**config.mk**
```make
export PLATFORM = sky130hd
export DESIGN_NAME = disp_scan_driver_flat
export DESIGN_NICKNAME = d
export VERILOG_FILES = /design/src/rtl/disp_scan_driver_if.sv /design/src/rtl/disp_scan_driver.sv /design/src/flat_wrapper.sv
export SDC_FILE = /design/constraint.sdc
export NUM_CORES = 1
export LEC_CHECK = 0
export BUFFER_PORTS_ARGS = -buffer_cell sky130_fd_sc_hd__buf_4
export CORE_MARGIN = 1.5
export CORE_UTILIZATION = 35
export DETAILED_ROUTE_END_ITERATION = 10
export GPL_TIMING_DRIVEN = 0
export PLACE_DENSITY = 0.52
export SYNTH_ARGS = -nofsm -noshare
export SYNTH_HDL_FRONTEND = slang
export SYNTH_SLANG_ARGS = --single-unit
```
**constraint.sdc**
```tcl
create_clock -name clk -period 1.7 [get_ports clk]
set_clock_uncertainty 0.2 [all_clocks]
set_input_delay 0.17 -clock clk [delete_from_list [all_inputs] [get_ports clk]]
set_output_delay 0.17 -clock clk [all_outputs]
set_load 0.005 [all_outputs]
```
**src/rtl/disp_scan_driver_if.sv**
```systemverilog
// rtl/disp_scan_driver_if.sv - load request and scanned-digit outputs of the 4-digit display driver
interface disp_scan_driver_if;
  logic [13:0] value;
  logic        load;
  logic        busy;
  logic [31:0] digit_num;
  logic [3:0]  an;

  modport master (output value, load, input busy, digit_num, an);
  modport slave  (input value, load, output busy, digit_num, an);
endinterface

```
**src/rtl/disp_scan_driver.sv**
```systemverilog
// rtl/disp_scan_driver.sv - binary-to-BCD (double dabble) converter feeding a 4-digit multiplexed display
module disp_scan_driver #(
  parameter int SCAN_DIV = 50000,
  parameter bit LZ_BLANK = 1'b0
) (
  input logic               clk,
  input logic               rst,
  disp_scan_driver_if.slave bus
);
  localparam int PW = (SCAN_DIV > 1) ? $clog2(SCAN_DIV) : 1;
  localparam logic [PW-1:0] PRE_LAST = PW'(SCAN_DIV - 1);
  localparam logic [0:0] ST_IDLE = 1'b0;
  localparam logic [0:0] ST_CONV = 1'b1;

  logic [0:0]    state;
  logic [PW-1:0] pre;
  logic [1:0]    idx;
  logic [3:0]    step;
  logic [13:0]   bin;
  logic [15:0]   bcd;
  logic          err_pend;
  logic [15:0]   disp;
  logic          err;
  logic [15:0]   bcd_adj;
  logic [15:0]   bcd_next;
  logic [3:0]    cur;
  logic          blank;

  always_ff @(posedge clk) begin
    if (rst) begin
      pre <= '0;
      idx <= '0;
    end else if (pre == PRE_LAST) begin
      pre <= '0;
      idx <= idx + 2'd1;
    end else begin
      pre <= pre + PW'(1);
    end
  end

  // One double-dabble step: add 3 to every BCD column >= 5, then shift in the next binary MSB.
  always_comb begin
    bcd_adj = bcd;
    for (int i = 0; i < 4; i++) begin
      if (bcd[4*i +: 4] >= 4'd5) begin
        bcd_adj[4*i +: 4] = bcd[4*i +: 4] + 4'd3;
      end
    end
    bcd_next = {bcd_adj[14:0], bin[13]};
  end

  always_ff @(posedge clk) begin
    if (rst) begin
      state    <= ST_IDLE;
      step     <= '0;
      bin      <= '0;
      bcd      <= '0;
      err_pend <= 1'b0;
      disp     <= '0;
      err      <= 1'b0;
    end else begin
      case (state)
        ST_IDLE: begin
          if (bus.load) begin
            bin      <= bus.value;
            bcd      <= '0;
            step     <= '0;
            err_pend <= (bus.value > 14'd9999);
            state    <= ST_CONV;
          end
        end
        default: begin
          bin  <= {bin[12:0], 1'b0};
          bcd  <= bcd_next;
          step <= step + 4'd1;
          // Display and error flag change together, only once the last bit is in.
          if (step == 4'd13) begin
            disp  <= bcd_next;
            err   <= err_pend;
            state <= ST_IDLE;
          end
        end
      endcase
    end
  end

  assign bus.busy = (state == ST_CONV);

  always_comb begin
    cur   = disp[{idx, 2'b00} +: 4];
    blank = 1'b0;
    if (LZ_BLANK && !err) begin
      case (idx)
        2'd1:    blank = (disp[15:4] == 12'd0);
        2'd2:    blank = (disp[15:8] == 8'd0);
        2'd3:    blank = (disp[15:12] == 4'd0);
        default: blank = 1'b0;
      endcase
    end
  end

  assign bus.an        = blank ? 4'b1111 : ~(4'b0001 << idx);
  assign bus.digit_num = err ? 32'd10 : {28'd0, cur};
endmodule

```
**src/flat_wrapper.sv**
```systemverilog
// flat-port wrapper written by rule: the top's interface ports become plain ports
module disp_scan_driver_flat 
#(
  parameter int SCAN_DIV = 50000,
  parameter bit LZ_BLANK = 1'b0
)
  (clk, rst, bus_value, bus_load, bus_busy, bus_digit_num, bus_an);
  disp_scan_driver_if bus_i ();
  input logic clk;
  input logic rst;
  input wire logic [$bits(bus_i.value)-1:0] bus_value;
  input wire logic [$bits(bus_i.load)-1:0] bus_load;
  output wire logic [$bits(bus_i.busy)-1:0] bus_busy;
  output wire logic [$bits(bus_i.digit_num)-1:0] bus_digit_num;
  output wire logic [$bits(bus_i.an)-1:0] bus_an;
  assign bus_i.value = bus_value;
  assign bus_i.load = bus_load;
  assign bus_busy = bus_i.busy;
  assign bus_digit_num = bus_i.digit_num;
  assign bus_an = bus_i.an;
  disp_scan_driver #(.SCAN_DIV(SCAN_DIV), .LZ_BLANK(LZ_BLANK)) u_core (.clk(clk), .rst(rst), .bus(bus_i));
endmodule
```
* Word-level counts from Yosys, hierarchy flattened
Cells that the tools add are included.
** Word-level totals
- Bits in registers :: 71
- Output and inout bits :: 37
- Word-level logic and storage cells :: 47
** Cells by class
- $add $sub $neg :: 7
- Magnitude comparators :: 5
- Equality and inequality tests :: 2
- Shift operators :: 2
- Multiplexer cells :: 14
- Bitwise operators :: 2
- Reduce and logical (&&, ||, !) cells :: 5
** Operator list (number)
- 2-to-1 mux 16 bit :: 2
- 2-to-1 mux 14 bit :: 2
- 2-to-1 mux 4 bit :: 6
- adder 16 x 1 -> 16 bit (second input constant) :: 1
- equality test 16 bit (second input constant) :: 1
- >= comparator 4 x 3 -> 1 bit (second input constant) :: 4
- variable part select 16 x 5 -> 4 bit :: 1
- greater-than comparator 14 bit (second input constant) :: 1
- adder 4 x 2 -> 4 bit (second input constant) :: 3
- adder 4 x 1 -> 4 bit (second input constant) :: 1
- equality test 4 bit (second input constant) :: 1
- inverter 4 bit :: 1
- AND reduction 2 bit :: 2
- OR reduction 2 bit :: 2
- << shifter 1 x 2 -> 4 bit (first input constant) :: 1
- adder 3 x 2 -> 3 bit (second input constant) :: 1
- 2-to-1 mux 1 bit :: 3
- 2-to-1 mux 3 bit :: 1
- adder 2 x 1 -> 2 bit (second input constant) :: 1
- nonzero test 2 bit :: 1
- inverter 1 bit :: 1

* Depth between registers and ports, before layout
- Depth after elaboration :: 3
- Mapped depth :: 7

* Worst setup path after synthesis
Ideal clock, no wire load.
- Path kind :: register -> output
- From :: reg u_core.idx[0]
- To :: out bus_digit_num[3]
- Arrival time :: 1.431 ns
- Data required time :: 1.330 ns
- Setup slack :: -0.101 ns
- Cell stages (with the launch flop) :: 4
- Cells stage by stage :: dfxtp_1 clkbuf_1 mux4_2 or2_2
** On the way
- Word-level cells in the longest chain between the ends :: 2
** RTL lines
- start: declaration :: line disp_scan_driver.sv:17 : logic [1:0] idx;
- start signal: assignment :: line disp_scan_driver.sv:35 : idx <= idx + 2'd1;
- variable part select 16 x 5 -> 4 bit :: line disp_scan_driver.sv:90 : cur = disp[{idx, 2'b00} +: 4];
- 2-to-1 mux 4 bit :: line disp_scan_driver.sv:103 : assign bus.digit_num = err ? 32'd10 : {28'd0, cur};
- end: declaration :: line flat_wrapper.sv:14 : output wire logic [$bits(bus_i.digit_num)-1:0] bus_digit_num;
Every way passes these cells.

* Worst setup path after layout
- From :: reg u_core.idx[0]
- To :: out bus_digit_num[0]
Same word-level chain as after synthesis.

==> summary.txt <==
Outcome
  • Outcome: finished, violations left
  • Failing checks: negative setup slack

Layout
  • P&R area growth vs syn: 37.6%
  • Filler cells: between 1k and 1.5k
  • Non-filler cells, final: ~650
  • Antenna Cells: 0
  • Multi-input logic area: roughly 2300 um^2
  • Final nets: about 540
  • Layout cells sized above 1: roughly 34%
  • Register Area: about 1400 um^2

Floorplan
  • Die ar.: about 11000 um^2
  • Starting Density: about 36%
  • Die H: 105 um
  • Die W: between 100 and 150 um
  • I/O pin cnt: 54
  • Core area: approximately 10000 um^2
  • Row count: 37

Yosys
  • Avg Inst Size Synth: ~8.7 um^2
  • Largest cells by area after synthesis: dfxtp_1 (39%), nor2_1 (7.0%), buf_4 (5.7%), ha_1 (5.1%), mux2i_1 (4.9%)
  • Number of synthesized flops with an enable pin: 0
  • Asr flop ratio synth: 0%
  • Yosys reg bits: just over 70
  • Synth top cells by count: dfxtp_1 (71), nor2_1 (68), buf_4 (28), a21oi_1 (26), nand2_1 (25)
  • Post-Syn Area: 3670 um^2
  • Top-count cell post-synth: dfxtp_1
  • Yosys warns: 0
  • Sequential area share after synthesis: 38.8%
  • Syn Inst Count: 423
  • Post-synth top area cell: dfxtp_1
  • Main synth FF type: dfxtp_1
  • Synth cell types: 43
  • Top cell type's share of synthesized area: about two fifths

Clock network
  • Root Buffer: clkbuf_8
  • CTS tree: done
  • Clk buf depth: 2
  • CTS Buf Count: 9
  • CTS sink count: 71
  • Worst-Skew Late Latency: roughly 0.35 ns
  • Clk slew on worst S/H paths: about 0.090 ns
  • H-tree depth: 3

Min path
  • Worst hold path class: in2reg
  • Hold path cells: 5

Worst setup path
  • Crit. End Element: primary output
  • Reg2Reg Setup Slack: -0.02 ns
  • Setup CP Type: reg2out
  • Reg2reg path depth: 5
  • Startpoint types: register
  • CP Capture Point: bus_digit_num[0]
  • FF-to-FF End: u_core.pre[0]$_SDFF_PP0_
  • Crit-path max FO: 4
  • Crit path from: u_core.idx[0]$_SDFFE_PP0N_
  • Crit path DAT: about 1.7 ns
  • RR Startpoint: u_core.pre[13]$_SDFF_PP0_
  • Worst EP required: between 1 and 1.5 ns

Power
  • Leakage: about 2 nW
  • Max VDD drop: roughly 0.00057 V
  • Pwr dens: about 730 nW/um^2

Place
  • Placed cells: 611
  • PortBufs: 25
  • Detailed placement HPWL: around 5900 um
  • Gpl congestion: ~0.77

Global routing
  • Number of global-route vias before repair: about 2.9k
  • Largest net degree at the start of global routing: 13
  • Antenna violations before repair: 0
  • Global route overflow: 0
  • First-pass GRT wire length: 14200 um
  • Total GRT Usage: 16.0%

Drt
  • DRC Markers: 0
  • Avg WL per Cell: about 14 um
  • Vias: approximately 3.1k
  • Routed Antenna Nets: 0
  • TritonRoute pass-1 iters: 4
  • Via/cell ratio: between 4 and 5
  • DR iter-0 viols: between 150 and 200
  • Final WL: 8950 um

STA
  • Slew @ Worst Pin: approximately 0.7 ns
  • Final count of hold timing violations: 0
  • # setup viols final: 16
  • Hold WS: around 0.013 ns
  • Fmax: 492 MHz
  • Max-slew headroom: a little over half
  • Final Max Slew Viols: 0
  • Crit path time final: about 2.0 ns
  • RSZ-0062 raised after global routing: true
  • Final worst slack: -0.332 ns
  • Fin crit share: 120%

Job
  • Number of max-cap violations: 0
==> kinds of logic after synthesis <==
logic type	share of synthesized area (%)
xor+xnor	4.30
simple gates	20.2
other cells	0.102
fa+ha+maj	5.12
compound gates	12.1
mux	8.90
flops	38.8
buf+inv	10.6
==> worst min path at each step <==
stage,startpoint,to,slack [ns]
after floorplan,bus_value[0],u_core.bin[0]$_SDFFE_PP0P_,0.12
after global routing,bus_value[11],u_core.bin[11]$_SDFFE_PP0P_,0.04
final,bus_value[8],u_core.bin[8]$_SDFFE_PP0P_,0.01
after detailed placement,bus_value[0],u_core.bin[0]$_SDFFE_PP0P_,0.23
after CTS,bus_value[10],u_core.bin[10]$_SDFFE_PP0P_,0.001
after global placement,bus_value[0],u_core.bin[0]$_SDFFE_PP0P_,0.22
==> where the power goes <==
| group | total (W) | leakage [nW] | internal, W | switching [W] |
|---|---|---|---|---|
| Combinational | 0.000343 | 1.26 | 0.000165 | 0.000178 |
| Sequential | 0.00172 | 0.583 | 0.00169 | 0.0000280 |
| Clock | 0.00162 | 0.111 | 0.000964 | 0.000652 |
| Total | 0.00368 | 1.95 | 0.00282 | 0.000858 |
==> repair_timing <==
item | in CTS | in global routing
hold endpoints to repair | 14 | 0
endpoints found under the setup margin | 69 | 55
buffers inserted | 10 | 4
gates resized for setup | 59 | 63
gates cloned | 1 | 0
hold buffers | 12 | 0
pin swaps | 8 | 16
==> metal layers <==
metal	global-route usage (%)	vias up	part of all wire, %
met4	3.82	0	0.88
met3	3.40	8	3.2
li1	-	1568	-
met5	0	-	0
met1	21.8	1460	49
met2	25.9	59	47
==> per-stage QoR <==
stage                     cell area [um^2]  setup slack (ns)  total power [W]  util (%)  setup TNS (ns)
after detailed placement              4140            -0.487          0.00205      40.4          -11.94
final                                 5040            -0.332          0.00368      49.3           -1.56
after CTS                             4760            -0.374          0.00371      46.5           -1.49
after global placement                4140            -0.526          0.00205      40.4          -12.89
after global routing                  5040            -0.395          0.00382      49.3           -3.53
after floorplan                       3780           0.00166          0.00196         -               0
==> state kept, by name (all words and copies together) (netlist names) <==
signal / flops
u_core.bin: 14
u_core.pre: 16
u_core.err_pend: 1
u_core.idx: 2
u_core.disp: 16
u_core.step: 4
u_core.bcd: 16
u_core.err: 1
u_core.bus.busy: 1
==> area by class of cell <==
type / count / share of cell area, %
multi-input cells: 307 / 45.9
flip-flops and latches: 71 / 28.7
repair buffers: 52 / 8.85
plain buffers: 47 / 6.57
well taps: 136 / 3.37
clock buffers: 9 / 2.46
clock inverters: 6 / 2.18
inverters: 24 / 1.98
==> layout by cell type, fill, tap and decap left out, types with 5 or more instances in the layout <==
| master | instances |
|---|---|
| inv_2 | 5 |
| nor2_2 | 9 |
| a21oi_1 | 24 |
| clkbuf_1 | 6 |
| conb_1 | 28 |
| buf_4 | 62 |
| o22ai_1 | 7 |
| nand2_1 | 24 |
| nor2_1 | 56 |
| clkbuf_8 | 9 |
| mux2_4 | 5 |
| mux2i_1 | 18 |
| nor3_1 | 7 |
| dfxtp_2 | 9 |
| o21ai_0 | 14 |
| xnor2_1 | 12 |
| ha_1 | 6 |
| ha_4 | 8 |
| buf_6 | 10 |
| dlygate4sd3_1 | 12 |
| dfxtp_1 | 58 |
| nand3_1 | 8 |
| inv_1 | 15 |
==> worst max-delay path, stage by stage (launching register included) <==
cell     delay (ns)
dfxtp_4        0.36
buf_8          0.11
buf_6          0.10
mux4_2         0.49
nor2b_4        0.15
buf_6          0.12
(Power assumes the default switching activity.)
